[src/rtl/matrix_scalar_div.sv]
// matrix_scalar_div
// Divides every element of an m x n matrix (at most 5x5, unsigned 8-bit
// elements) by an unsigned 4-bit scalar. One restoring-division step runs per
// clock, so each element takes 8 cycles and elements are handled in row-major
// order.
//
// Ports
//   clk          rising-edge clock for all state
//   reset        asynchronous active-high reset
//   start        request pulse, only looked at while idle
//   m, n         row / column count, legal range 1..5
//   scalarValue  divisor, legal range 1..15
//   matrices_in  matrix A in [199:0], element (i,j) at bit (i*5+j)*8
//   matrices_out registered quotients, same packing, [399:200] always 0
//   busy         high while division steps are running
//   done         one-cycle pulse at completion or rejection
//   valid        matrices_out holds a good result
//   error        last request was rejected
//   inexact      some active element left a nonzero remainder
module matrix_scalar_div (
  input  logic         clk,
  input  logic         reset,
  input  logic         start,
  input  logic [2:0]   m,
  input  logic [2:0]   n,
  input  logic [3:0]   scalarValue,
  input  logic [399:0] matrices_in,
  output logic [399:0] matrices_out,
  output logic         busy,
  output logic         done,
  output logic         valid,
  output logic         error,
  output logic         inexact
);

  typedef enum logic [1:0] {
    IDLE = 2'd0,
    DIV  = 2'd1,
    DONE = 2'd2
  } state_t;

  state_t state, next_state;

  // Captured request and running datapath state
  logic [199:0] a_reg;
  logic [199:0] q_out;
  logic [2:0]   m_reg;
  logic [2:0]   n_reg;
  logic [3:0]   div_reg;
  logic [2:0]   i_idx;
  logic [2:0]   j_idx;
  logic [2:0]   bit_cnt;
  logic [4:0]   rem_reg;
  logic [7:0]   quo_reg;
  logic         valid_reg;
  logic         error_reg;
  logic         inexact_reg;

  // Combinational step signals
  logic         req_legal;
  logic [4:0]   elem_idx;
  logic [7:0]   elem_off;
  logic [7:0]   cur_elem;
  logic         cur_bit;
  logic [4:0]   shifted;
  logic [4:0]   rem_next;
  logic         q_bit;
  logic [7:0]   quo_next;
  logic         elem_last_bit;
  logic         last_elem;

  // The upper half of matrices_in carries no information for this block
  logic unused_upper;
  assign unused_upper = ^matrices_in[399:200];

  // One restoring-division step on the current element. The remainder is
  // always below the divisor (<= 14), so only its low 4 bits need shifting.
  always_comb begin
    req_legal     = (m != 3'd0) && (m <= 3'd5) && (n != 3'd0) && (n <= 3'd5) &&
                    (scalarValue != 4'd0);
    elem_idx      = ({2'b00, i_idx} * 5'd5) + {2'b00, j_idx};
    elem_off      = {elem_idx, 3'b000};
    cur_elem      = a_reg[elem_off +: 8];
    cur_bit       = cur_elem[bit_cnt];
    shifted       = {rem_reg[3:0], cur_bit};
    rem_next      = shifted;
    q_bit         = 1'b0;
    if (shifted >= {1'b0, div_reg}) begin
      rem_next = shifted - {1'b0, div_reg};
      q_bit    = 1'b1;
    end
    quo_next      = {quo_reg[6:0], q_bit};
    elem_last_bit = (bit_cnt == 3'd0);
    last_elem     = (i_idx == (m_reg - 3'd1)) && (j_idx == (n_reg - 3'd1));
  end

  // State register
  always_ff @(posedge clk or posedge reset) begin
    if (reset) state <= IDLE;
    else       state <= next_state;
  end

  // Next-state logic: an illegal request goes straight to DONE so the
  // requester still sees a done pulse.
  always_comb begin
    next_state = state;
    case (state)
      IDLE: begin
        if (start) next_state = req_legal ? DIV : DONE;
      end
      DIV: begin
        if (elem_last_bit && last_elem) next_state = DONE;
      end
      DONE:    next_state = IDLE;
      default: next_state = IDLE;
    endcase
  end

  // State-decoded outputs
  always_comb begin
    busy = (state == DIV);
    done = (state == DONE);
  end

  // Datapath: capture on accepted start, step during DIV. Result flags are
  // only touched on a start or at the end of a job so they hold in between.
  // valid rises as DONE is entered so it is already up during the done pulse.
  always_ff @(posedge clk or posedge reset) begin
    if (reset) begin
      a_reg       <= '0;
      q_out       <= '0;
      m_reg       <= '0;
      n_reg       <= '0;
      div_reg     <= '0;
      i_idx       <= '0;
      j_idx       <= '0;
      bit_cnt     <= '0;
      rem_reg     <= '0;
      quo_reg     <= '0;
      valid_reg   <= 1'b0;
      error_reg   <= 1'b0;
      inexact_reg <= 1'b0;
    end else begin
      case (state)
        IDLE: begin
          if (start) begin
            q_out       <= '0;
            valid_reg   <= 1'b0;
            inexact_reg <= 1'b0;
            i_idx       <= '0;
            j_idx       <= '0;
            bit_cnt     <= 3'd7;
            rem_reg     <= '0;
            quo_reg     <= '0;
            if (req_legal) begin
              a_reg     <= matrices_in[199:0];
              m_reg     <= m;
              n_reg     <= n;
              div_reg   <= scalarValue;
              error_reg <= 1'b0;
            end else begin
              error_reg <= 1'b1;
            end
          end
        end
        DIV: begin
          if (elem_last_bit) begin
            q_out[elem_off +: 8] <= quo_next;
            inexact_reg <= inexact_reg | (rem_next != 5'd0);
            rem_reg     <= '0;
            quo_reg     <= '0;
            bit_cnt     <= 3'd7;
            if (last_elem) begin
              valid_reg <= 1'b1;
            end else if (j_idx == (n_reg - 3'd1)) begin
              j_idx <= '0;
              i_idx <= i_idx + 3'd1;
            end else begin
              j_idx <= j_idx + 3'd1;
            end
          end else begin
            rem_reg <= rem_next;
            quo_reg <= quo_next;
            bit_cnt <= bit_cnt - 3'd1;
          end
        end
        default: ;
      endcase
    end
  end

  assign matrices_out = {200'd0, q_out};
  assign valid        = valid_reg;
  assign error        = error_reg;
  assign inexact      = inexact_reg;

endmodule

[config.mk]
export PLATFORM = sky130hd
export DESIGN_NAME = matrix_scalar_div
export DESIGN_NICKNAME = d
export VERILOG_FILES = /design/src/rtl/matrix_scalar_div.sv
export SDC_FILE = /design/constraint.sdc
export NUM_CORES = 1
export LEC_CHECK = 0
export ABC_AREA = 1
export ABC_CLOCK_PERIOD_IN_PS = 37000
export CAP_MARGIN = 10
export CORE_AREA = 2 2 320 322
export CTS_CLUSTER_DIAMETER = 60
export DETAILED_ROUTE_END_ITERATION = 8
export DIE_AREA = 0 0 322 324
export SLEW_MARGIN = 10
export SYNTH_ARGS = -nofsm -noshare
export SYNTH_HDL_FRONTEND = slang
export SYNTH_SLANG_ARGS = --single-unit
[constraint.sdc]
create_clock -name clk -period 37 [get_ports clk]
set_input_delay 3.7 -clock clk [delete_from_list [all_inputs] [get_ports clk]]
set_output_delay 3.7 -clock clk [all_outputs]
set_load 0.1 [all_outputs]
==> flow_summary.json, run 1 <==
{
  "grt_max_degree": 83,
  "worst_slew_pin_slew_ns": 1.17,
  "cts_resized": 0,
  "rsz0062_at_grt": "no",
  "grt.overflow.total": 0,
  "cp_top_family": "buffers and inverters",
  "fin_util_pct": 27.4,
  "clockBufferDepth": 3,
  "ys_ff_latch": 435,
  "insertion_delay_ns": 0.65,
  "crit_type": "in2reg",
  "seqCellArea_um2": 10900,
  "clkSlewWorstSetupHoldPaths_ns": 0.05,
  "power_per_cell_area_nw_per_um2": 42.0,
  "hold_path.class": "reg2reg",
  "status": "finished, final reports clean",
  "max_stage_delay_ns": 0.77,
  "clock-sinks": 435,
  "grt_pass1_wl_um": 111000,
  "fin_skew_ns": 0.0288,
  "ir_drop_uv": 32.3,
  "ant_nets": 0,
  "timing.rr.end": "q_out[56]",
  "syn_area_um2": 21000,
  "drive_above_1_share_pct": 5.87,
  "antenna_found_initial": 9,
  "finalHoldViolCount": 0,
  "hp-start": "a_reg[130]",
  "io_buffers": 417,
  "hpwl_um": 54600,
  "hold_buffers": 0,
  "drt_iter0_drc": 1483,
  "maxCapViolations": 0,
  "synth_edf_count": 0,
  "holdPathStages": 2,
  "post_cts_buffers": 0,
  "coreArea_um2": 101000,
  "path_cells": "clkdlybuf4s50_1 > nor3_1 > a311oi_1 > nand3_4 > inv_6 > buf_4 > buf_4 > nand2_1 > nand2_1",
  "grt_pass1_vias": 17200,
  "fmax_mhz": 133,
  "worst-endpoint-required_ns": 37.57,
  "placedInstanceArea_um2": 25700,
  "critPathLaunchType": "primary input",
  "regToRegSetupSlack_ns": 30.34,
  "worst-r2r-cell-count": 24,
  "critPathBufInv": 4,
  "period_share_pct": 20.3,
  "final_nets": 3358,
  "syn_inst": 2565,
  "finalSetupTns_ns": 0,
  "gp_congestion": 0.816,
  "die_height_um": 324,
  "n_fill_cell": 10900,
  "end_kind": "register",
  "avgSynthCellArea_um2": 8.20,
  "rows": 117,
  "dominantRegCellSynth": "dfrtp_1",
  "min_period_ns": 7.51,
  "firstDrtPassIters": 6,
  "whs_ns": 0.473,
  "avgViaCountPerCell": 4.20,
  "drc_errors": 0,
  "synth_cell_type_count": 46,
  "crit_fanout": 81,
  "area_growth_pct": 31.4,
  "critical_path_arrival_ns": 8.08,
  "cts-htree-levels": 2,
  "cts_tree": "built",
  "worstReg2RegStart": "i_idx[0]",
  "synth-seq-area-share_pct": 51.8,
  "drv_slew": 0,
  "max_slew_margin_pct": 21.6,
  "avgRoutedWirePerCell_um": 17.6,
  "multi_input_area_um2": 8500,
  "hold_end": "a_reg[130]",
  "setup_violations": 0,
  "grtUsageTotal_pct": 14.1,
  "ys_warn_count": 0,
  "ios": 818,
  "slowest_stage": "buf_4",
  "synthArstFlopShare_pct": 100,
  "start_util_pct": 20.8,
  "dieArea_um2": 104000,
  "vias": 18000,
  "die_x_um": 322,
  "p_leak_uw": 0.0129,
  "stdcell_area_um2": 27600,
  "wirelength_um": 75300,
  "clock-root-buffer": "clkbuf_16",
  "cts_inserted_buffers": 56
}
[synthesized netlist by cell type, types with 2 or more instances]
cell type | count | share of area (%)
buf_2 | 9 | 0.21
nor4_1 | 2 | 0.059
clkinv_1 | 4 | 0.071
clkbuf_1 | 95 | 1.7
o21ai_1 | 4 | 0.095
nor2_1 | 37 | 0.66
nand4_1 | 8 | 0.24
or2_2 | 3 | 0.089
nand2_1 | 990 | 18
nand3_2 | 6 | 0.29
inv_2 | 4 | 0.071
fa_1 | 2 | 0.19
nand2_4 | 4 | 0.21
o31ai_1 | 2 | 0.071
inv_1 | 84 | 1.5
nor3_1 | 16 | 0.38
a21oi_1 | 23 | 0.55
nor2_2 | 3 | 0.089
xnor2_1 | 8 | 0.33
dfrtp_1 | 435 | 52
or2_1 | 3 | 0.089
o22ai_1 | 33 | 0.98
buf_1 | 24 | 0.43
ha_1 | 19 | 1.1
buf_4 | 200 | 7.1
o21ai_2 | 25 | 1.0
nand3_1 | 325 | 7.7
o21ai_0 | 171 | 4.1
buf_6 | 6 | 0.32
xor2_1 | 4 | 0.17
[per-stage QoR]
step / std cells / setup slack, ns / power [µW]
finish: 4280 / 29.49 / 1160
detailed placement: 4175 / 28.67 / 608
global route: 4276 / 28.99 / 1200
global placement: 4175 / 28.66 / 608
floorplan: 2764 / 21.18 / 596
CTS: 4275 / 29.40 / 1180
[logic make-up (layout without fill, tap and decap cells)]
logic type | after synthesis | in the layout | share of synthesized area [%]
xor+xnor | 12 | 12 | 0.500
flops | 435 | 435 | 51.8
other cells | 1 | 205 | 0.0178
compound gates | 266 | 266 | 7.11
buf+inv | 428 | 630 | 11.5
fa+ha+maj | 21 | 21 | 1.32
simple gates | 1402 | 1402 | 27.8
[power breakdown]
| part | internal [µW] | total, µW | switching (µW) |
|---|---|---|---|
| clock network | 333 | 562 | 230 |
| logic | 20.0 | 123 | 103 |
| registers | 476 | 476 | 0 |
| total | 828 | 1160 | 333 |
[layer usage]
layer  routed length (µm)  global-route usage [%]
met2                34500                    22.5
met5                   39                       0
met3                 5700                    3.66
met4                 2730                    5.34
met1                32300                    18.2
[placed cells by master (no fill, tap or decap), drive strengths merged, types with 2 or more instances in the layout]
cell and n:
nor4 2, or2 7, o31ai 2, clkinvlp 3
ha 19, nand3 332, nand2 994, xnor2 8
inv 96, a21oi 24, conb 200, clkdlybuf4s50 414
clkinv 18, o21ai 200, nor3 16, nor2 41
xor2 4, o22ai 33, nand4 8, buf 22
clkbuf 73, fa 2, dfrtp 435, bufinv 4
diode 5
[worst min-delay path, stage by stage, from the launching register on]
cell     delay [ns]
dfrtp_1        0.34
nand2_1        0.05
nand2_1        0.05
[area by class of cell]
type                            count  area share [%]
Inverter                           94            1.35
Antenna cell                        5          0.0453
Multi-Input combinational cell   1901            30.8
Timing Repair Buffer              436            15.6
Tap cell                         1309            5.93
Sequential cell                   435            39.4
Clock inverter                     27            1.20
Clock buffer                       73            5.74
[how the worst max path moves through the flow]
| stage | startpoint | endpoint | slack [ns] | cells after the start |
|---|---|---|---|---|
| after global placement | n[2] | a_reg[80] | 28.66 | 9 |
| final | n[2] | a_reg[80] | 29.49 | 9 |
| after detailed placement | n[2] | a_reg[80] | 28.67 | 9 |
| after floorplan | reset | a_reg[0] | 21.18 | 1 |
| after global routing | n[2] | a_reg[80] | 28.99 | 9 |
| after CTS | n[2] | a_reg[80] | 29.40 | 9 |
Power figures use the tool's default switching activity.
==> run 2, diff against run 1 <==
--- a/config.mk
+++ b/config.mk
@@ -6,12 +6,12 @@
 export NUM_CORES = 1
 export LEC_CHECK = 0
 export ABC_AREA = 1
-export ABC_CLOCK_PERIOD_IN_PS = 37000
+export ABC_CLOCK_PERIOD_IN_PS = 6450
 export CAP_MARGIN = 10
-export CORE_AREA = 2 2 320 322
+export CORE_AREA = 2 2 321 323
 export CTS_CLUSTER_DIAMETER = 60
 export DETAILED_ROUTE_END_ITERATION = 8
-export DIE_AREA = 0 0 322 324
+export DIE_AREA = 0 0 323 325
 export SLEW_MARGIN = 10
 export SYNTH_ARGS = -nofsm -noshare
 export SYNTH_HDL_FRONTEND = slang
==> constraint.sdc (replaced) <==
create_clock -name clk -period 6.45 [get_ports clk]
set_input_delay 0.645 -clock clk [delete_from_list [all_inputs] [get_ports clk]]
set_output_delay 0.645 -clock clk [all_outputs]
set_load 0.1 [all_outputs]
==> flow_summary.json, run 2 (synthesis results as in run 1) <==
{
  "placedInstanceArea_um2": 25900,
  "coreArea_um2": 101000,
  "hold_buffers": 0,
  "insertion_delay_ns": 0.64,
  "clock-root-buffer": "clkbuf_16",
  "ios": 818,
  "cts-htree-levels": 2,
  "end_kind": "register",
  "layout_common_cells": "nand2_1, dfrtp_1, clkdlybuf4s50_1",
  "worstReg2RegStart": "i_idx[0]",
  "cts_inserted_buffers": 56,
  "cts_resized": 0,
  "vias": 18000,
  "start_util_pct": 20.8,
  "avgViaCountPerCell": 4.15,
  "hpwl_um": 55300,
  "grt_pass1_vias": 17200,
  "rsz0062_at_grt": "no",
  "clock-sinks": 435,
  "grtUsageTotal_pct": 14.1,
  "drive_above_1_share_pct": 6.08,
  "drc_errors": 0,
  "setup_violations": 0,
  "io_buffers": 417,
  "p_leak_uw": 0.0130,
  "grt.overflow.total": 0,
  "worst-r2r-cell-count": 25,
  "power_per_cell_area_nw_per_um2": 242,
  "min_period_ns": 5.73,
  "fin_util_pct": 27.5,
  "critPathLaunchType": "register",
  "seqCellArea_um2": 10900,
  "fmax_mhz": 175,
  "hold_path.class": "in2async",
  "post_cts_buffers": 0,
  "ir_drop_uv": 175,
  "timing.rr.end": "q_out[64]",
  "critical_path_arrival_ns": 6.19,
  "gp_congestion": 0.810,
  "period_share_pct": 88.8,
  "fin_skew_ns": 0.0252,
  "clkSlewWorstSetupHoldPaths_ns": 0.06,
  "maxCapViolations": 0,
  "ant_nets": 0,
  "worst_slew_pin_slew_ns": 1.16,
  "stdcell_area_um2": 27800,
  "status": "finished, final reports clean",
  "n_fill_cell": 11000,
  "finalHoldViolCount": 0,
  "die_x_um": 323,
  "dieArea_um2": 105000,
  "avgRoutedWirePerCell_um": 17.6,
  "antenna_found_initial": 4,
  "multi_input_area_um2": 8500,
  "regToRegSetupSlack_ns": 0.72,
  "grt_pass1_wl_um": 112000,
  "firstDrtPassIters": 7,
  "crit_fanout": 16,
  "drt_iter0_drc": 1181,
  "clockBufferDepth": 3,
  "drv_slew": 0,
  "wirelength_um": 76500,
  "area_growth_pct": 32.4,
  "max_slew_margin_pct": 22.3,
  "rows": 117,
  "worst-endpoint-required_ns": 6.91,
  "cts_tree": "built",
  "die_height_um": 325,
  "crit_type": "reg2reg",
  "layout_commonest_cell": "nand2_1",
  "final_nets": 3363,
  "grt_max_degree": 157
}
-- run 2: changes by cell type in the layout (fill, tap and decap cells not counted) --
cell,delta
clkinv_2,+4
clkbuf_8,-6
inv_6,+3
bufinv_16,+3
inv_8,-1
clkinv_4,-1
diode_2,-4
clkbuf_1,+3
buf_12,+5
-- run 2: per-stage QoR --
stage	TNS, ns	setup WS (ns)	std cells	hold WS [ns]	power, µW
4_1_cts	0	0.676	4344	0.288	6830
3_5_place_dp	0	0.721	4239	0.465	3490
2_1_floorplan	-30.59	-0.0703	2764	0.449	3420
3_3_place_gp	0	0.835	4239	0.459	3490
5_1_grt	0	0.264	4344	0.315	6970
6_report	0	0.724	4345	0.350	6740
-- run 2: report_power, final --
group,total [µW],switching (µW),internal (µW)
clock,3310,1330,1970
sequential,2730,0,2730
combinational,709,592,117
total,6740,1920,4820
-- run 2: how the worst max path moves through the flow --
stage / from / end / slack (ns) / cells after the start
6_report: i_idx[0] / q_out[64] / 0.72 / 25
3_5_place_dp: i_idx[0] / q_out[184] / 0.72 / 25
2_1_floorplan: reset / a_reg[0] / -0.07 / 1
5_1_grt: i_idx[0] / q_out[64] / 0.26 / 25
4_1_cts: i_idx[0] / q_out[64] / 0.68 / 25
3_3_place_gp: i_idx[0] / q_out[64] / 0.83 / 25
-- run 2: worst max-delay path, cell delays in order, from the launching register on --
cell	delay, ns
dfrtp_1	0.48
ha_1	0.34
ha_1	0.31
fa_1	0.64
clkinv_1	0.11
buf_4	0.18
nor2_1	0.42
buf_4	0.26
nand2_1	0.07
nand3_1	0.08
nand3_1	0.08
nand2_1	0.07
inv_1	0.04
nand2_1	0.06
nand3_1	0.25
nand2_1	0.19
ha_1	0.15
inv_1	0.06
a31oi_1	0.24
inv_1	0.07
nand2_1	0.09
nand3_1	0.19
inv_1	0.30
nor2_1	0.11
inv_1	0.54
o21ai_0	0.20
-- run 2: final cells by class --
type / instances / share of cell area (%)
clock buffers: 70 / 5.44
repair buffers: 441 / 15.8
flip-flops and latches: 435 / 39.1
well taps: 1368 / 6.15
clock inverters: 35 / 1.62
inverters: 94 / 1.33
multi-input cells: 1901 / 30.5
diodes: 1 / 0.00899
-- run 2: metal layers --
| layer | global-route usage (%) | wire, µm | vias to the layer above | part of all wire, % |
|---|---|---|---|---|
| met4 | 3.35 | 1580 | 8 | 2.1 |
| met1 | 18.5 | 32700 | 8608 | 43 |
| met5 | 0 | 46 | - | 0.060 |
| met2 | 23.2 | 36300 | 661 | 47 |
| li1 | - | - | 8639 | - |
| met3 | 3.62 | 5870 | 99 | 7.7 |
==> run 3, diff against run 2 <==
--- a/config.mk
+++ b/config.mk
@@ -9,7 +9,6 @@
 export ABC_CLOCK_PERIOD_IN_PS = 6450
 export CAP_MARGIN = 10
 export CORE_AREA = 2 2 321 323
-export CTS_CLUSTER_DIAMETER = 60
 export DETAILED_ROUTE_END_ITERATION = 8
 export DIE_AREA = 0 0 323 325
 export SLEW_MARGIN = 10
==> flow_summary.json, run 3 (synthesis results as in run 1) <==
{
  "switching_share_pct": 28.3,
  "clkSlewWorstSetupHoldPaths_ns": 0.06,
  "hold_path.class": "in2async",
  "coreArea_um2": 101000,
  "cts_resized": 0,
  "min_period_ns": 5.79,
  "avgRoutedWirePerCell_um": 17.7,
  "critPathLaunchType": "register",
  "clock-root-buffer": "clkbuf_16",
  "period_share_pct": 89.8,
  "cp_top_family": "simple AND/OR/NAND/NOR gates",
  "area_growth_pct": 31.4,
  "slowest_stage": "nor2_1",
  "placedInstanceArea_um2": 25900,
  "drv_slew": 0,
  "setup_violations": 0,
  "avgViaCountPerCell": 4.15,
  "layout_commonest_cell": "nand2_1",
  "grt_max_degree": 157,
  "clock-sinks": 435,
  "io_buffers": 417,
  "grt_pass1_vias": 17200,
  "vias": 18000,
  "end_kind": "register",
  "crit_fanout": 16,
  "drt_iter0_drc": 1248,
  "drive_above_1_share_pct": 5.70,
  "hold_buffers": 0,
  "antenna_found_initial": 5,
  "clockBufferDepth": 3,
  "start_util_pct": 20.8,
  "firstDrtPassIters": 5,
  "fin_skew_ns": 0.0149,
  "path_common_cell": "nand2_1",
  "final_nets": 3359,
  "die_height_um": 325,
  "power_frac_comb_pct": 10.9,
  "critPathBufInv": 6,
  "ant_nets": 0,
  "grt.overflow.total": 0,
  "layout_common_cells": "nand2_1, dfrtp_1, clkdlybuf4s50_1",
  "ir_drop_uv": 159,
  "clockPowerShare_pct": 47.0,
  "worst-endpoint-required_ns": 6.90,
  "maxCapViolations": 0,
  "critical_path_arrival_ns": 6.24,
  "grtUsageTotal_pct": 14.1,
  "drc_errors": 0,
  "finalHoldViolCount": 0,
  "power_per_cell_area_nw_per_um2": 235,
  "p_sw_uw": 1830,
  "grt_pass1_wl_um": 112000,
  "wirelength_um": 76700,
  "p_leak_uw": 0.0129,
  "dieArea_um2": 105000,
  "stdcell_area_um2": 27600,
  "max_slew_margin_pct": 22.4,
  "worst_slew_pin_slew_ns": 1.16,
  "crit_type": "reg2reg",
  "status": "finished, final reports clean",
  "max_stage_delay_ns": 0.57,
  "seq_power_share_pct": 42.1,
  "rows": 117,
  "cts_inserted_buffers": 52,
  "rsz0062_at_grt": "no",
  "hpwl_um": 55300,
  "internal-power_uw": 4660,
  "ios": 818,
  "insertion_delay_ns": 0.61,
  "cts-htree-levels": 2,
  "gp_congestion": 0.810,
  "die_x_um": 323,
  "post_cts_buffers": 0,
  "fmax_mhz": 173,
  "finalSetupTns_ns": 0,
  "cts_tree": "built"
}
[run 3: cell types whose count changed in the layout (fill, tap and decap cells not counted), sizes merged]
cell      delta
clkinvlp     +1
bufinv       -2
inv          -6
clkinv       -5
[run 3: worst reg2reg max path, delay by kind of cell (launching register included)]
kind,cells,cell delay [ns]
AO/OA/AOI/OAI,2,0.46
buffers and inverters,6,1.28
AND/OR/NAND/NOR,13,2.23
adder cells (fa/ha/maj),4,1.19
flip-flops,1,0.47
[run 3: final cells by class]
cell class / count / area (µm²)
Multi-Input combinational cell: 1901 / 8500
Tap cell: 1368 / 1710
Fill cell: 11000 / 73700
Clock buffer: 70 / 1480
Clock inverter: 23 / 269
Antenna cell: 1 / 2.50
Sequential cell: 435 / 10900
Timing Repair Buffer: 441 / 4410
Inverter: 94 / 370
[run 3: routing by layer]
| metal | share of wire, % | GRT usage, % | routed length [µm] | vias up |
|---|---|---|---|---|
| li1 | - | - | - | 8613 |
| met1 | 43 | 18.5 | 33300 | 8602 |
| met2 | 47 | 22.9 | 35800 | 665 |
| met3 | 7.1 | 3.24 | 5470 | 107 |
| met4 | 2.6 | 4.36 | 2000 | 10 |
| met5 | 0.074 | 0 | 57 | - |
[run 3: power by group through the flow]
| stage | clock, µW | combinational, µW | sequential (µW) |
|---|---|---|---|
| final | 3050 | 710 | 2730 |
| after global routing | 3240 | 735 | 2730 |
| after detailed placement | 0 | 712 | 2780 |
| after global placement | 0 | 712 | 2780 |
| after CTS | 3130 | 712 | 2730 |
| after floorplan | 0 | 639 | 2780 |
[run 3: final timing paths]
| kind | start | to | slack, ns | depth (start not counted) |
|---|---|---|---|---|
| max in group asynchronous | reset | a_reg[65] | 4.50 | 4 |
| min in group clk | a_reg[58] | a_reg[58] | 0.48 | 2 |
| hold reg to reg | a_reg[58] | a_reg[58] | 0.48 | 2 |
| setup reg to reg | i_idx[0] | q_out[64] | 0.66 | 25 |
| hold / removal | reset | q_out[100] | 0.38 | 2 |
| setup / recovery | i_idx[0] | q_out[64] | 0.66 | 25 |
[run 3: through the flow]
step                hold WS (ns)  cells  power [µW]  utilization (%)  setup slack, ns
finish                     0.379   4333        6490             27.3            0.660
global route               0.362   4332        6700             27.3            0.283
CTS                        0.320   4332        6570             27.3            0.692
detailed placement         0.465   4239        3490             25.5            0.721
global placement           0.459   4239        3490             25.5            0.835
floorplan                  0.449   2764        3420                -          -0.0703
